**config.mk**
```make
export PLATFORM = sky130hd
export DESIGN_NAME = rtc_tsu
export DESIGN_NICKNAME = d
export VERILOG_FILES = /design/src/rtl/rtc_pkg.sv /design/src/rtl/rtc_tsu_fifo.sv /design/src/rtl/rtc_tsu.sv
export SDC_FILE = /design/constraint.sdc
export NUM_CORES = 1
export LEC_CHECK = 0
export CORE_UTILIZATION = 30
export CTS_CLUSTER_DIAMETER = 100
export CTS_CLUSTER_SIZE = 30
export DETAILED_ROUTE_END_ITERATION = 12
export HOLD_SLACK_MARGIN = 0.08
export PLACE_DENSITY = 0.47
export SLEW_MARGIN = 10
export SYNTH_ARGS = -nofsm -noshare
export SYNTH_HDL_FRONTEND = slang
export SYNTH_HIERARCHICAL = 1
export SYNTH_SLANG_ARGS = --single-unit
```
**constraint.sdc**
```tcl
create_clock -name clk -period 6.3 [get_ports clk]
set_clock_uncertainty 0.2 [all_clocks]
set_input_delay 1.26 -clock clk [delete_from_list [all_inputs] [get_ports clk]]
set_output_delay 1.26 -clock clk [all_outputs]
set_load 0.01 [all_outputs]
```
**src/rtl/rtc_pkg.sv**
```systemverilog
// Shared RTC types: time-of-day struct used on rtc ports and the timestamp entry
// layout (default 16-bit sequence) queued by rtc_tsu.
package rtc_pkg;
  localparam int RTC_SEC_W     = 48;
  localparam int RTC_NS_W      = 38;
  localparam int RTC_TSU_SEQ_W = 16;

  typedef struct packed {
    logic [RTC_SEC_W-1:0] sec;
    logic [RTC_NS_W-1:0]  ns;
  } rtc_time_t;

  typedef struct packed {
    rtc_time_t                tod;
    logic [RTC_TSU_SEQ_W-1:0] seq;
  } rtc_tsu_entry_t;
endpackage

```
**src/rtl/rtc_tsu_fifo.sv**
```systemverilog
// Generic synchronous FIFO; head is muxed straight from registered storage so it
// stays stable until popped. Pointers carry one extra wrap bit for full/empty.
module rtc_tsu_fifo #(
  parameter int DEPTH = 4,
  parameter int WIDTH = 8,
  localparam int AW = $clog2(DEPTH)
) (
  input  logic             clk,
  input  logic             rst_n,
  input  logic             push,
  input  logic [WIDTH-1:0] wdata,
  input  logic             pop,
  output logic [WIDTH-1:0] rdata,
  output logic             full,
  output logic             empty,
  output logic [AW:0]      level
);
  localparam logic [AW:0] PTR_ONE = 1;

  logic [WIDTH-1:0] mem_q [DEPTH];
  logic [WIDTH-1:0] mem_d [DEPTH];
  logic [AW:0]      wr_ptr_q, wr_ptr_d, rd_ptr_q, rd_ptr_d;
  logic             push_ok, pop_ok;

  assign empty   = (wr_ptr_q == rd_ptr_q);
  assign full    = (wr_ptr_q[AW] != rd_ptr_q[AW]) && (wr_ptr_q[AW-1:0] == rd_ptr_q[AW-1:0]);
  assign level   = wr_ptr_q - rd_ptr_q;
  assign rdata   = mem_q[rd_ptr_q[AW-1:0]];
  // When full, the slot being written is the one retired by the same-cycle pop.
  assign push_ok = push & (~full | pop);
  assign pop_ok  = pop & ~empty;

  always_comb begin
    mem_d    = mem_q;
    wr_ptr_d = wr_ptr_q;
    rd_ptr_d = rd_ptr_q;
    if (push_ok) begin
      mem_d[wr_ptr_q[AW-1:0]] = wdata;
      wr_ptr_d                = wr_ptr_q + PTR_ONE;
    end
    if (pop_ok) rd_ptr_d = rd_ptr_q + PTR_ONE;
  end

  always_ff @(posedge clk or negedge rst_n) begin
    if (!rst_n) begin
      wr_ptr_q <= '0;
      rd_ptr_q <= '0;
      for (int i = 0; i < DEPTH; i++) mem_q[i] <= '0;
    end else begin
      wr_ptr_q <= wr_ptr_d;
      rd_ptr_q <= rd_ptr_d;
      for (int i = 0; i < DEPTH; i++) mem_q[i] <= mem_d[i];
    end
  end
endmodule

```
**src/rtl/rtc_tsu.sv**
```systemverilog
// Timestamp capture unit: rising evt_in edges snapshot the RTC ToD plus a sequence
// number into a FIFO drained over valid/ready. RTC_TSU_SYNC_EN adds a 2-flop synchronizer.
module rtc_tsu
  import rtc_pkg::*;
#(
  parameter int DEPTH = 4,
  parameter int SEQ_W = 16
) (
  input  logic                    clk,
  input  logic                    rst_n,
  input  logic [RTC_NS_W-1:0]     time_reg_ns,
  input  logic [RTC_SEC_W-1:0]    time_reg_sec,
  input  logic                    evt_in,
  input  logic                    evt_en,
  output logic                    ts_valid,
  input  logic                    ts_ready,
  output logic [RTC_SEC_W-1:0]    ts_sec,
  output logic [RTC_NS_W-1:0]     ts_ns,
  output logic [SEQ_W-1:0]        ts_seq,
  output logic                    ovf,
  input  logic                    ovf_clr,
  output logic [7:0]              drop_cnt,
  output logic [$clog2(DEPTH):0]  level
);
  // Handshake: an entry moves when ts_valid & ts_ready at a rising clk edge;
  // ts_valid never drops and the head never changes while waiting for ts_ready.
  typedef struct packed {
    rtc_time_t        tod;
    logic [SEQ_W-1:0] seq;
  } entry_t;

  localparam int EW = $bits(entry_t);

  logic evt_c, pipe_full;

`ifdef RTC_TSU_SYNC_EN
  logic       sync1_q, sync1_d, sync2_q, sync2_d;
  logic [1:0] fill_q, fill_d;

  always_comb begin
    sync1_d = evt_in;
    sync2_d = sync1_q;
    fill_d  = (fill_q == 2'd2) ? fill_q : fill_q + 2'd1;
  end

  always_ff @(posedge clk or negedge rst_n) begin
    if (!rst_n) begin
      sync1_q <= 1'b0;
      sync2_q <= 1'b0;
      fill_q  <= 2'd0;
    end else begin
      sync1_q <= sync1_d;
      sync2_q <= sync2_d;
      fill_q  <= fill_d;
    end
  end

  assign evt_c     = sync2_q;
  assign pipe_full = (fill_q == 2'd2);
`else
  assign evt_c     = evt_in;
  assign pipe_full = 1'b1;
`endif

  logic             evt_q, evt_d, arm_q, arm_d, ovf_q, ovf_d;
  logic [7:0]       drop_cnt_q, drop_cnt_d;
  logic [SEQ_W-1:0] seq_q, seq_d;
  logic             evt_pulse, pop, full, empty, drop;
  entry_t           wr_entry, head;

  // arm_q stays low until a genuine low level has been seen after reset, so an
  // input already high at reset release is not taken as an edge.
  assign evt_pulse = evt_c & ~evt_q & evt_en & arm_q;
  assign pop       = ts_valid & ts_ready;
  assign drop      = evt_pulse & full & ~pop;
  assign wr_entry  = '{tod: '{sec: time_reg_sec, ns: time_reg_ns}, seq: seq_q};

  always_comb begin
    evt_d      = evt_c;
    arm_d      = arm_q | (pipe_full & ~evt_c);
    seq_d      = evt_pulse ? seq_q + 1'b1 : seq_q;
    ovf_d      = ovf_q;
    drop_cnt_d = drop_cnt_q;
    if (drop) begin
      ovf_d      = 1'b1;
      drop_cnt_d = ovf_clr ? 8'd1 : ((drop_cnt_q == 8'hFF) ? 8'hFF : drop_cnt_q + 8'd1);
    end else if (ovf_clr) begin
      ovf_d      = 1'b0;
      drop_cnt_d = 8'd0;
    end
  end

  always_ff @(posedge clk or negedge rst_n) begin
    if (!rst_n) begin
      evt_q      <= 1'b0;
      arm_q      <= 1'b0;
      seq_q      <= '0;
      ovf_q      <= 1'b0;
      drop_cnt_q <= 8'd0;
    end else begin
      evt_q      <= evt_d;
      arm_q      <= arm_d;
      seq_q      <= seq_d;
      ovf_q      <= ovf_d;
      drop_cnt_q <= drop_cnt_d;
    end
  end

  rtc_tsu_fifo #(.DEPTH(DEPTH), .WIDTH(EW)) u_fifo (
    .clk   (clk),
    .rst_n (rst_n),
    .push  (evt_pulse),
    .wdata (wr_entry),
    .pop   (pop),
    .rdata (head),
    .full  (full),
    .empty (empty),
    .level (level)
  );

  assign ts_valid = ~empty;
  assign ts_sec   = head.tod.sec;
  assign ts_ns    = head.tod.ns;
  assign ts_seq   = head.seq;
  assign ovf      = ovf_q;
  assign drop_cnt = drop_cnt_q;
endmodule

```
Word level (Yosys, flattened, before mapping)
Index checks and enable logic that the tools add are counted.
- flip-flop bits (word level): 441
- input port bits: 92
- output and inout port bits: 115
- word-level logic and storage cells: 55
- add/subtract/negate cells: 5
- order comparisons: 3
- eq/ne operators: 4
- muxes and demuxes: 12
- bitwise gates (word level): 17
- reductions and logical operators: 3
- operators with widths (cell ; number):
    408-bit bitwise mux ; 1
    102-bit two-way mux ; 3
    102-bit binary-select mux with 2-bit select ; 1
    102-bit demux with 2-bit select ; 1
    8-bit two-way mux ; 4
    16-bit by 1-bit adder with 16-bit output (second input constant) ; 1
    8-bit by 1-bit adder with 8-bit output (second input constant) ; 1
    1-bit AND ; 8
    8-bit == test (second input constant) ; 1
    3-bit by 1-bit adder with 3-bit output (second input constant) ; 2
    3-bit >= comparator (second input constant) ; 2
    2-bit inverter with 3-bit output ; 2
    1-bit inverter ; 5
    3-bit == test ; 1
    3-bit by 1-bit less-than comparator with 1-bit output (second input constant) ; 1
    3-bit subtractor ; 1
    2-bit == test ; 1
    1-bit logical AND ; 2
    1-bit two-way mux ; 2
    1-bit bitwise OR ; 2
    2-bit nonzero test ; 1
    1-bit inequality test ; 1

Logic depth before layout (Yosys ltp)
Gate-level depths: netlist of run 1.
- word-level depth: 7
- depth in mapped cells: 14
- gate-level depth less buffers: 9

Hierarchy
The synthesis of run 1 kept the hierarchy.
- by module, submodules not included (module ; times used ; cells an instance ; area an instance (um2)):
    rtc_tsu_fifo ; 1 ; 1031 ; 18052.3
    rtc_tsu ; 1 ; 115 ; 1260.0

Worst setup path before layout of run 1
No wires, ideal clock.
- path kind: flip-flop to flip-flop
- start: register u_fifo.rd_ptr_q[1]
- end: register u_fifo/mem_q[29] in the netlist's numbering
- arrival: 2.957 ns
- data required time: 5.975 ns
- setup slack: 3.018 ns
- cell stages (with the launch flop): 15
- path buffers: 5
- path through: dfrtp_1 clkbuf_1 buf_1 buf_2 inv_1 ha_1 nand2_1 nor2_1 nand2b_1 inv_1 nand3b_1 o21bai_1 buf_4 buf_4 mux2_2
- longest elaborated chain between the ends: 5
- elaborated cells on any way between the ends: 8
- classes of those cells: eq/ne: 2; bitwise: 5; reduce/logical: 1
- RTL lines (what ; line ; RTL):
    from (decl) ; rtc_tsu_fifo.sv:22 ; logic [AW:0] wr_ptr_q, wr_ptr_d, rd_ptr_q, rd_ptr_d;
    from (signal assigned) ; rtc_tsu_fifo.sv:51 ; rd_ptr_q <= rd_ptr_d;
    3-bit == test ; rtc_tsu_fifo.sv:25 ; assign empty = (wr_ptr_q == rd_ptr_q);
    net empty ; rtc_tsu.sv:68 ; logic evt_pulse, pop, full, empty, drop;
    1-bit inverter ; rtc_tsu.sv:121 ; assign ts_valid = ~empty;
    1-bit AND ; rtc_tsu.sv:74 ; assign pop = ts_valid & ts_ready;
    net pop ; rtc_tsu.sv:68 ;
    1-bit bitwise OR ; rtc_tsu_fifo.sv:30 ; assign push_ok = push & (~full | pop);
    1-bit AND ; rtc_tsu_fifo.sv:30 ;
    to (decl) ; rtc_tsu_fifo.sv:20 ; logic [WIDTH-1:0] mem_q [DEPTH];
The timed path passes the listed nets, and every way through them passes these cells.
A chain may end at the register's enable or synchronous reset.

Worst setup path in the final report of run 1
- start: register u_fifo.rd_ptr_q[0]
- end: output port ts_sec[11]
- longest elaborated chain between the ends: 4
- RTL lines (what ; line ; RTL):
    2-bit inverter with 3-bit output (not written as such) ; rtc_tsu_fifo.sv:28 ; assign rdata = mem_q[rd_ptr_q[AW-1:0]];
    102-bit binary-select mux with 2-bit select ; rtc_tsu_fifo.sv:28 ;
    102-bit two-way mux (not written as such) (2 in series) ; rtc_tsu_fifo.sv:28 ;
    to (decl) ; rtc_tsu.sv:17 ; output logic [RTC_SEC_W-1:0] ts_sec,
Every way passes these cells. The select of a mux whose other input is x is not followed.

==> results.txt, run 1 <==
overall routing resource usage -> 0.135
Fin. Hold Viols -> 0
Setup crit end kind -> primary output
Worst path max stage delay -> 720 ps
top-area cell type share of the netlist area -> 0.571
RSZ-0062 raised after global routing -> no
Pre-antenna DRT Iters -> 4
largest net degree at the start of global routing -> 151
worst skew pair latency -> 580 ps
maximum fanout along the worst path -> 34
H-tree depth -> 1
area of the die -> 65400 µm²
Slew Viols, Final -> 0
post-route setup TNS -> 0 ps
Critical-path top delay cell -> dfrtp_4
fmax -> 0.216 GHz
Tcrit/Tclk final -> 0.736
Top FF cell, synth -> dfrtp_1
Via density -> 4.76
sequential element share of the synthesized area -> 0.571
Root Driver -> clkbuf_16
Syn-to-layout area delta -> 18.7%
Remaining DRCs -> 0
status -> completed
worst vdd rail ir drop -> 0.000218 V
post-synthesis async set-or-reset flop share -> 1.00
Lkg Pwr -> 9.94 nW
synthesis warning total -> 6
core box area -> 63300 µm²
Synth area leaders -> dfrtp_1, mux2_1, mux4_2, mux2_2, buf_6
Die Ht -> 256 µm
clock sinks -> 441
Worst slew margin -> 0.341
Netlist Area Pre-Place -> 19300 µm²
DRT iter0 DRCs -> 361
Rows -> 92
power per cell area -> 468 nW/µm²
Num CTS Buffers -> 23
CTS Hold Buffers Added -> 0
DR vias -> 10400
final net count -> 1425
Die W -> 256 µm
largest area contributor in the netlist -> dfrtp_1
CTS tree -> yes
most common cell after layout, fill and taps aside -> dfrtp_1
Remaining Overflow, GRT -> 0
Max-Cap Viols -> 0
cts repair resizes -> 0
Post-synth EDFFs -> 0
starting density of the core -> 0.305
Reg area -> 11000 µm²
vias in the first global route -> 11500
Tmin final -> 4640 ps
dpl hpwl -> 26100 µm
CP Cell Sequence -> buf_4 > mux4_2 > clkdlybuf4s50_1
CP required -> 4840 ps
Placement Setup Slack -> 1900 ps
FF+latch count, synth -> 441
Syn Nets -> 1248
WS Path Type -> reg2out
initial antenna violation count -> 2
Post-CTS Setup Bufs -> 0
commonest non-fill, non-tap cells in the layout -> dfrtp_1, mux2_1, clkdlybuf4s50_1
cells after synthesis -> 1146
Critical Path AT -> 3180 ps
area of the multi-input gates -> 7780 µm²
layout cells sized above 1 -> 0.248
worst setup margin -> 1660 ps
CP startpoint kind -> flop
worst min-delay path class -> reg2reg
PortBufs -> 206
syn_area_per_cell -> 16.9 µm²
Max clock buf depth -> 3
Reg clk slew, reported paths -> 100 ps
DR WL/cell -> 20.1 µm
setup violators final -> 0
IO Pins -> 207
Yosys cell types -> 41
Fillers -> 6066
worst slew pin tran -> 988 ps
ANT nets after route -> 0
first-pass GRT wire length -> 70200 µm
gp weighted congestion -> 0.707
wirelength, routed -> 43800 µm
==> cell families after synthesis <==
kind of cell | after synthesis | synth area share
buffers and inverters | 82 | 0.0276
adder cells (fa/ha/maj) | 10 | 0.00687
XOR/XNOR | 20 | 0.00946
AND/OR/NAND/NOR | 58 | 0.0172
AO/OA/AOI/OAI | 21 | 0.00829
multiplexers | 514 | 0.359
flip-flops | 441 | 0.571
==> registers in the layout, summed over array words and instances, names as in the netlist <==
name / count
drop_cnt: 8
u_fifo/mem_q: 408
evt_q: 1
u_fifo/rd_ptr_q: 3
ovf: 1
u_fifo/wr_ptr_q: 3
seq_q: 16
arm_q: 1
==> power by group <==
part / switching [mW] / total (mW) / internal, mW
Clock: 1.03 / 1.74 / 0.716
Combinational: 1.78 / 4.46 / 2.68
Sequential: 0.588 / 4.52 / 3.94
==> metrics by stage <==
stage / hold WS (ps) / instances / cell area (µm²) / total power [mW] / util
after global routing: 311 / 2184 / 22900 / 11.4 / 0.362
after detailed placement: 272 / 2144 / 22200 / 9.16 / 0.350
after CTS: 299 / 2183 / 22900 / 11.0 / 0.362
final: 292 / 2185 / 22900 / 10.7 / 0.362
after floorplan: 259 / 1146 / 19300 / 7.09 / -
after global placement: 268 / 2144 / 22200 / 9.08 / 0.350
==> synth_stat cells (2+ instances only) <==
master and count:
xor2_1 7, a311oi_1 3, ha_1 9, buf_1 4, and4_1 2, xnor2_1 12
inv_1 12, nand2_1 17, mux2_2 163, buf_4 21, buf_6 16, mux2_1 248
nor3_1 6, nor2_1 9, o211ai_2 3, clkbuf_1 8, a41oi_1 2, and3_1 4
a21oi_1 4, o21ai_0 4, nand4_1 5, buf_2 21, mux4_2 102, nand3_1 6
dfrtp_1 441, o21bai_1 2
==> worst max-delay path, delay by kind of cell (launching register included) <==
kind / cells / cell delay, ps
mux: 1 / 590
flops: 1 / 720
buf+inv: 2 / 1260
==> routing by layer <==
metal,up-vias,track usage,routed length [µm]
met4,2,0.0274,646
met5,-,0,13
met2,139,0.229,21500
li1,4601,-,-
met3,44,0.0185,1420
met1,5604,0.186,20200
==> final timing paths <==
path,endpoint,cells after the start,start,slack [ps]
worst max-delay path,ts_sec[11],3,u_fifo/rd_ptr_q[0],1660
worst min-delay path,u_fifo/mem_q[183],1,u_fifo/mem_q[183],290
worst max register to register,u_fifo/mem_q[179],9,u_fifo/rd_ptr_q[0],2380
worst min register to register,u_fifo/mem_q[183],1,u_fifo/mem_q[183],290
max in group asynchronous,u_fifo/mem_q[393],2,rst_n,4110
min in group asynchronous,u_fifo/mem_q[231],1,rst_n,430
==> cell type report <==
cell class,count,area share
Antenna cell,2,0.000218
Clock buffer,23,0.0251
Clock inverter,16,0.00704
Inverter,12,0.00196
Multi-Input combinational cell,623,0.339
Sequential cell,441,0.482
Tap cell,846,0.0462
Timing Repair Buffer,222,0.0986
Power figures use the tool's default switching activity.
==> inputs of run 2 (changes only) <==
- clock period: 6.3 -> 4.5 ns (I/O delays scaled with it)
==> run 2 against run 1 <==
  * Setup slack worse by 1100 ps
  * Critical path depth unchanged
  * Highest routed layer unchanged
  * Total power up 43%
  * First-iteration DRC count up 10%
  * Clock power up 55%
  * Non-clock buffer count up 22
  * Critical endpoint is now ts_sec[45]
  * Sequential power up 40%
  * Die area unchanged
  * Design area up 1.9%
  * Clock-buffer cell count up 2
==> results.txt, run 2 (same netlist as run 1, synthesis figures left out) <==
Tmin final -> 3920 ps
Lkg Pwr -> 10.2 nW
status -> completed
Fin. Hold Viols -> 0
worst slew pin tran -> 868 ps
DR WL/cell -> 20.5 µm
Fillers -> 6019
Setup crit end kind -> primary output
DRT iter0 DRCs -> 397
worst reg2reg path depth -> 9
Finished Core Util -> 0.369
CP Cell Sequence -> buf_12 > mux4_2 > clkdlybuf4s50_1
worst vdd rail ir drop -> 0.000332 V
Cells after DPL -> 2166
WS Path Type -> reg2out
Tcrit/Tclk final -> 0.872
maximum fanout along the worst path -> 46
Critical Path AT -> 2820 ps
dpl hpwl -> 28400 µm
ant diodes -> 0
Max clock buf depth -> 3
Final Non-Filler Cells -> 2206
Worst path max stage delay -> 630 ps
crit-path leading delay family -> buffers and inverters
Remaining DRCs -> 0
DR vias -> 10500
Post-CTS Setup Bufs -> 0
starting density of the core -> 0.305
area of the multi-input gates -> 7780 µm²
Die W -> 256 µm
Reg area -> 11000 µm²
Largest register FFs -> 408
overall routing resource usage -> 0.141
Num CTS Buffers -> 24
Via density -> 4.77
IO Pins -> 207
busiest layer in global routing -> met2
Buf/Inv on CP -> 2
cts repair resizes -> 0
Pre-antenna DRT Iters -> 4
Largest Register -> u_fifo/mem_q
CTS Hold Buffers Added -> 0
H-tree depth -> 1
Die Ht -> 256 µm
vias in the first global route -> 11700
most common cell after layout, fill and taps aside -> dfrtp_1
Worst slew margin -> 0.419
largest net degree at the start of global routing -> 105
Reg clk slew, reported paths -> 110 ps
initial antenna violation count -> 3
GR Util met3 -> 0.0239
core box area -> 63300 µm²
Slew Viols, Final -> 0
layout cells sized above 1 -> 0.261
setup violators final -> 0
grt met1 use -> 0.191
worst min-delay path class -> in2async
first-pass GRT wire length -> 72700 µm
RSZ-0062 raised after global routing -> no
fmax -> 0.255 GHz
gp weighted congestion -> 0.716
Max-Cap Viols -> 0
PortBufs -> 206
commonest non-fill, non-tap cells in the layout -> dfrtp_1, mux2_1, clkdlybuf4s50_1
ANT nets after route -> 0
Root Driver -> clkbuf_16
power per cell area -> 656 nW/µm²
met2 Track Usage GR -> 0.239
Critical-path top delay cell -> dfrtp_4
CTS tree -> yes
Critical Path Stages -> 3
Remaining Overflow, GRT -> 0
Total Power -> 15.3 mW
final net count -> 1448
Syn-to-layout area delta -> 21.0%
CP required -> 3400 ps
worst skew pair latency -> 580 ps
area of the die -> 65400 µm²
post-route setup TNS -> 0 ps
clock sinks -> 441
Rows -> 92
CP startpoint kind -> flop
wirelength, routed -> 45100 µm
==> run 2: cell count changes in the layout (fill, tap and decap cells not counted), moves of 2 or more <==
cell and delta:
clkinv_8 +3, clkinv_16 +2, clkinv_4 -2, buf_12 +11, clkbuf_16 +2, clkinvlp_4 -4, buf_4 +11, diode_2 -2
==> run 2: routing by layer <==
| layer | vias to the layer above | part of all wire |
|---|---|---|
| met5 | - | 0.00078 |
| met4 | 6 | 0.013 |
| met3 | 37 | 0.037 |
| met2 | 133 | 0.50 |
| met1 | 5706 | 0.45 |
| li1 | 4634 | - |
==> run 2: per-stage QoR <==
step / setup slack [ps] / instance area [µm²] / hold WS, ps
finish: 576 / 23400 / 137
global route: 408 / 23400 / 172
CTS: 443 / 23400 / 156
detailed placement: 656 / 22500 / 273
global placement: 704 / 22500 / 268
floorplan: 1220 / 19300 / 259
==> run 2: cell type report <==
class                           count  share of cell area
Multi-Input combinational cell    623               0.333
Timing Repair Buffer              244               0.110
Clock inverter                     15              0.0111
Tap cell                          846              0.0453
Sequential cell                   441               0.472
Inverter                           12             0.00193
Clock buffer                       25              0.0268
==> run 2: report_power, final <==
group	internal, mW	leakage (nW)	switching (mW)	total, mW
combinational	3.79	4.18	2.53	6.32
sequential	5.51	5.57	0.818	6.33
clock	1.17	0.424	1.51	2.69
==> run 2: final timing paths <==
check | from | end | slack [ps]
worst max-delay path | u_fifo/rd_ptr_q[0] | ts_sec[45] | 580
worst min-delay path | rst_n | u_fifo/mem_q[333] | 140
worst max register to register | u_fifo/rd_ptr_q[0] | u_fifo/mem_q[157] | 750
worst min register to register | u_fifo/mem_q[149] | u_fifo/mem_q[149] | 290
max in group asynchronous | rst_n | u_fifo/mem_q[378] | 2900
min in group clk | u_fifo/mem_q[149] | u_fifo/mem_q[149] | 290
==> inputs of run 3 (changes only) <==
- REMOVE_ABC_BUFFERS: not set -> 1
==> run 3 against run 2 <==
  * Non-clock buffer count down 19
  * Cell count down 0.77%
  * Register-to-register slack better by 170 ps
  * Sequential power down 0.6%
  * Combinational power about the same
  * Clock-buffer cell count up 1
  * First-iteration DRC count up 6.3%
  * Core utilization down 0.38 points
  * Critical path depth unchanged
  * Design area down 1.0%
==> results.txt, run 3 (same netlist as run 1, synthesis figures left out) <==
dpl cell area -> 22300 µm²
worst min-delay path class -> in2async
fmax -> 0.266 GHz
Syn-to-layout area delta -> 19.8%
final hold slack -> 99.1 ps
Max clock buf depth -> 3
Fin. Hold Viols -> 0
Remaining DRCs -> 0
Die Ht -> 256 µm
Tmin final -> 3760 ps
dpl hpwl -> 25900 µm
Num CTS Buffers -> 24
CTS tree -> yes
maximum fanout along the worst path -> 54
clock sinks -> 441
worst reg2reg startpoint -> u_fifo/wr_ptr_q[0]
Pre-antenna DRT Iters -> 4
initial antenna violation count -> 2
Reg clk slew, reported paths -> 110 ps
Setup crit end kind -> primary output
most common cell after layout, fill and taps aside -> dfrtp_1
Worst path max stage delay -> 570 ps
starting density of the core -> 0.305
wirelength, routed -> 43900 µm
Rows -> 92
Post-CTS Setup Bufs -> 0
CP required -> 3400 ps
DR WL/cell -> 20.1 µm
cts repair resizes -> 0
worst slew pin tran -> 781 ps
PortBufs -> 206
Via density -> 4.75
Cells after DPL -> 2147
worst reg2reg path depth -> 10
Reg2Reg Setup Slack -> 920 ps
Critical Path AT -> 2660 ps
Final Non-Filler Cells -> 2189
overall routing resource usage -> 0.138
ANT nets after route -> 0
DRT iter0 DRCs -> 422
IO Pins -> 207
WS Path Type -> reg2out
CP startpoint kind -> flop
Largest Register -> u_fifo/mem_q
Lkg Pwr -> 10.0 nW
CP Cell Sequence -> buf_12 > mux4_2 > clkdlybuf4s50_1
area of the die -> 65400 µm²
H-tree depth -> 1
Slew Viols, Final -> 0
reg2reg end -> u_fifo/mem_q[389]
setup violators final -> 0
Tcrit/Tclk final -> 0.835
final net count -> 1429
RSZ-0062 raised after global routing -> no
CTS Hold Buffers Added -> 0
Die W -> 256 µm
post-route setup TNS -> 0 ps
Remaining Overflow, GRT -> 0
largest net degree at the start of global routing -> 105
Largest register FFs -> 408
Total Power -> 15.2 mW
Max-Cap Viols -> 0
power per cell area -> 658 nW/µm²
first-pass GRT wire length -> 71200 µm
crit-path leading delay family -> buffers and inverters
ant diodes -> 0
worst vdd rail ir drop -> 0.000414 V
commonest non-fill, non-tap cells in the layout -> dfrtp_1, mux2_1, clkdlybuf4s50_1
status -> completed
core box area -> 63300 µm²
Buf/Inv on CP -> 2
DR vias -> 10400
Root Driver -> clkbuf_16
Worst slew margin -> 0.480
post-layout instance area -> 23100 µm²
worst skew pair latency -> 590 ps
Fillers -> 6026
layout cells sized above 1 -> 0.250
Critical-path top delay cell -> clkdlybuf4s50_1
vias in the first global route -> 11500
gp weighted congestion -> 0.711
-- run 3: cell count changes in the layout (fill, tap and decap cells not counted), sizes merged --
cell	before	now
buf	39	20
bufinv	1	0
clkbuf	25	26
clkinv	6	3
clkinvlp	0	1
inv	20	24
-- run 3: how the worst max path moves through the flow --
stage / startpoint / endpoint / slack [ps] / cells past startpoint
floorplan: u_fifo/rd_ptr_q[0] / u_fifo/mem_q[0] / -6260 / 8
global placement: ts_ready / u_fifo/mem_q[387] / 830 / 7
detailed placement: ts_ready / u_fifo/mem_q[389] / 830 / 7
CTS: u_fifo/rd_ptr_q[0] / ts_seq[0] / 610 / 3
global route: u_fifo/rd_ptr_q[0] / ts_sec[7] / 590 / 3
finish: u_fifo/rd_ptr_q[0] / ts_ns[23] / 740 / 3
-- run 3: layout make-up --
| type | instances | area, µm² | area share |
|---|---|---|---|
| clock buffer | 26 | 608 | 0.0263 |
| clock inverter | 16 | 229 | 0.00990 |
| inverter | 12 | 45.0 | 0.00195 |
| multi-input combinational | 623 | 7780 | 0.336 |
| sequential | 441 | 11000 | 0.477 |
| tap | 846 | 1060 | 0.0457 |
| timing repair buffer | 225 | 2370 | 0.103 |
-- run 3: power breakdown --
| part | internal, mW | switching [mW] | leakage [nW] |
|---|---|---|---|
| Clock | 1.10 | 1.54 | 0.402 |
| Sequential | 5.51 | 0.775 | 5.57 |
| Combinational | 3.77 | 2.54 | 4.07 |
-- run 3: worst register-to-register path: cells and delay by family, from the launching register on --
kind	cells	cell delay [ps]
muxes	1	410
AOI/OAI and AO/OA	1	430
adders and majority gates	1	350
DFF	1	430
buffers and inverters	3	690
and+or+nand+nor	4	940
-- run 3: stage by stage --
stage / setup WS, ps / util
floorplan: -6260 / -
global placement: 826 / 0.352
detailed placement: 832 / 0.352
CTS: 615 / 0.365
global route: 589 / 0.365
finish: 742 / 0.365
-- run 3: metal layers --
layer / global-route usage / vias to the layer above / part of all wire / wire length [µm]
met2: 0.220 / 140 / 0.47 / 20700
met1: 0.201 / 5583 / 0.48 / 21300
li1: - / 4620 / - / -
met5: 0 / - / 0.00059 / 26
met4: 0.0238 / 4 / 0.015 / 648
met3: 0.0212 / 40 / 0.030 / 1300
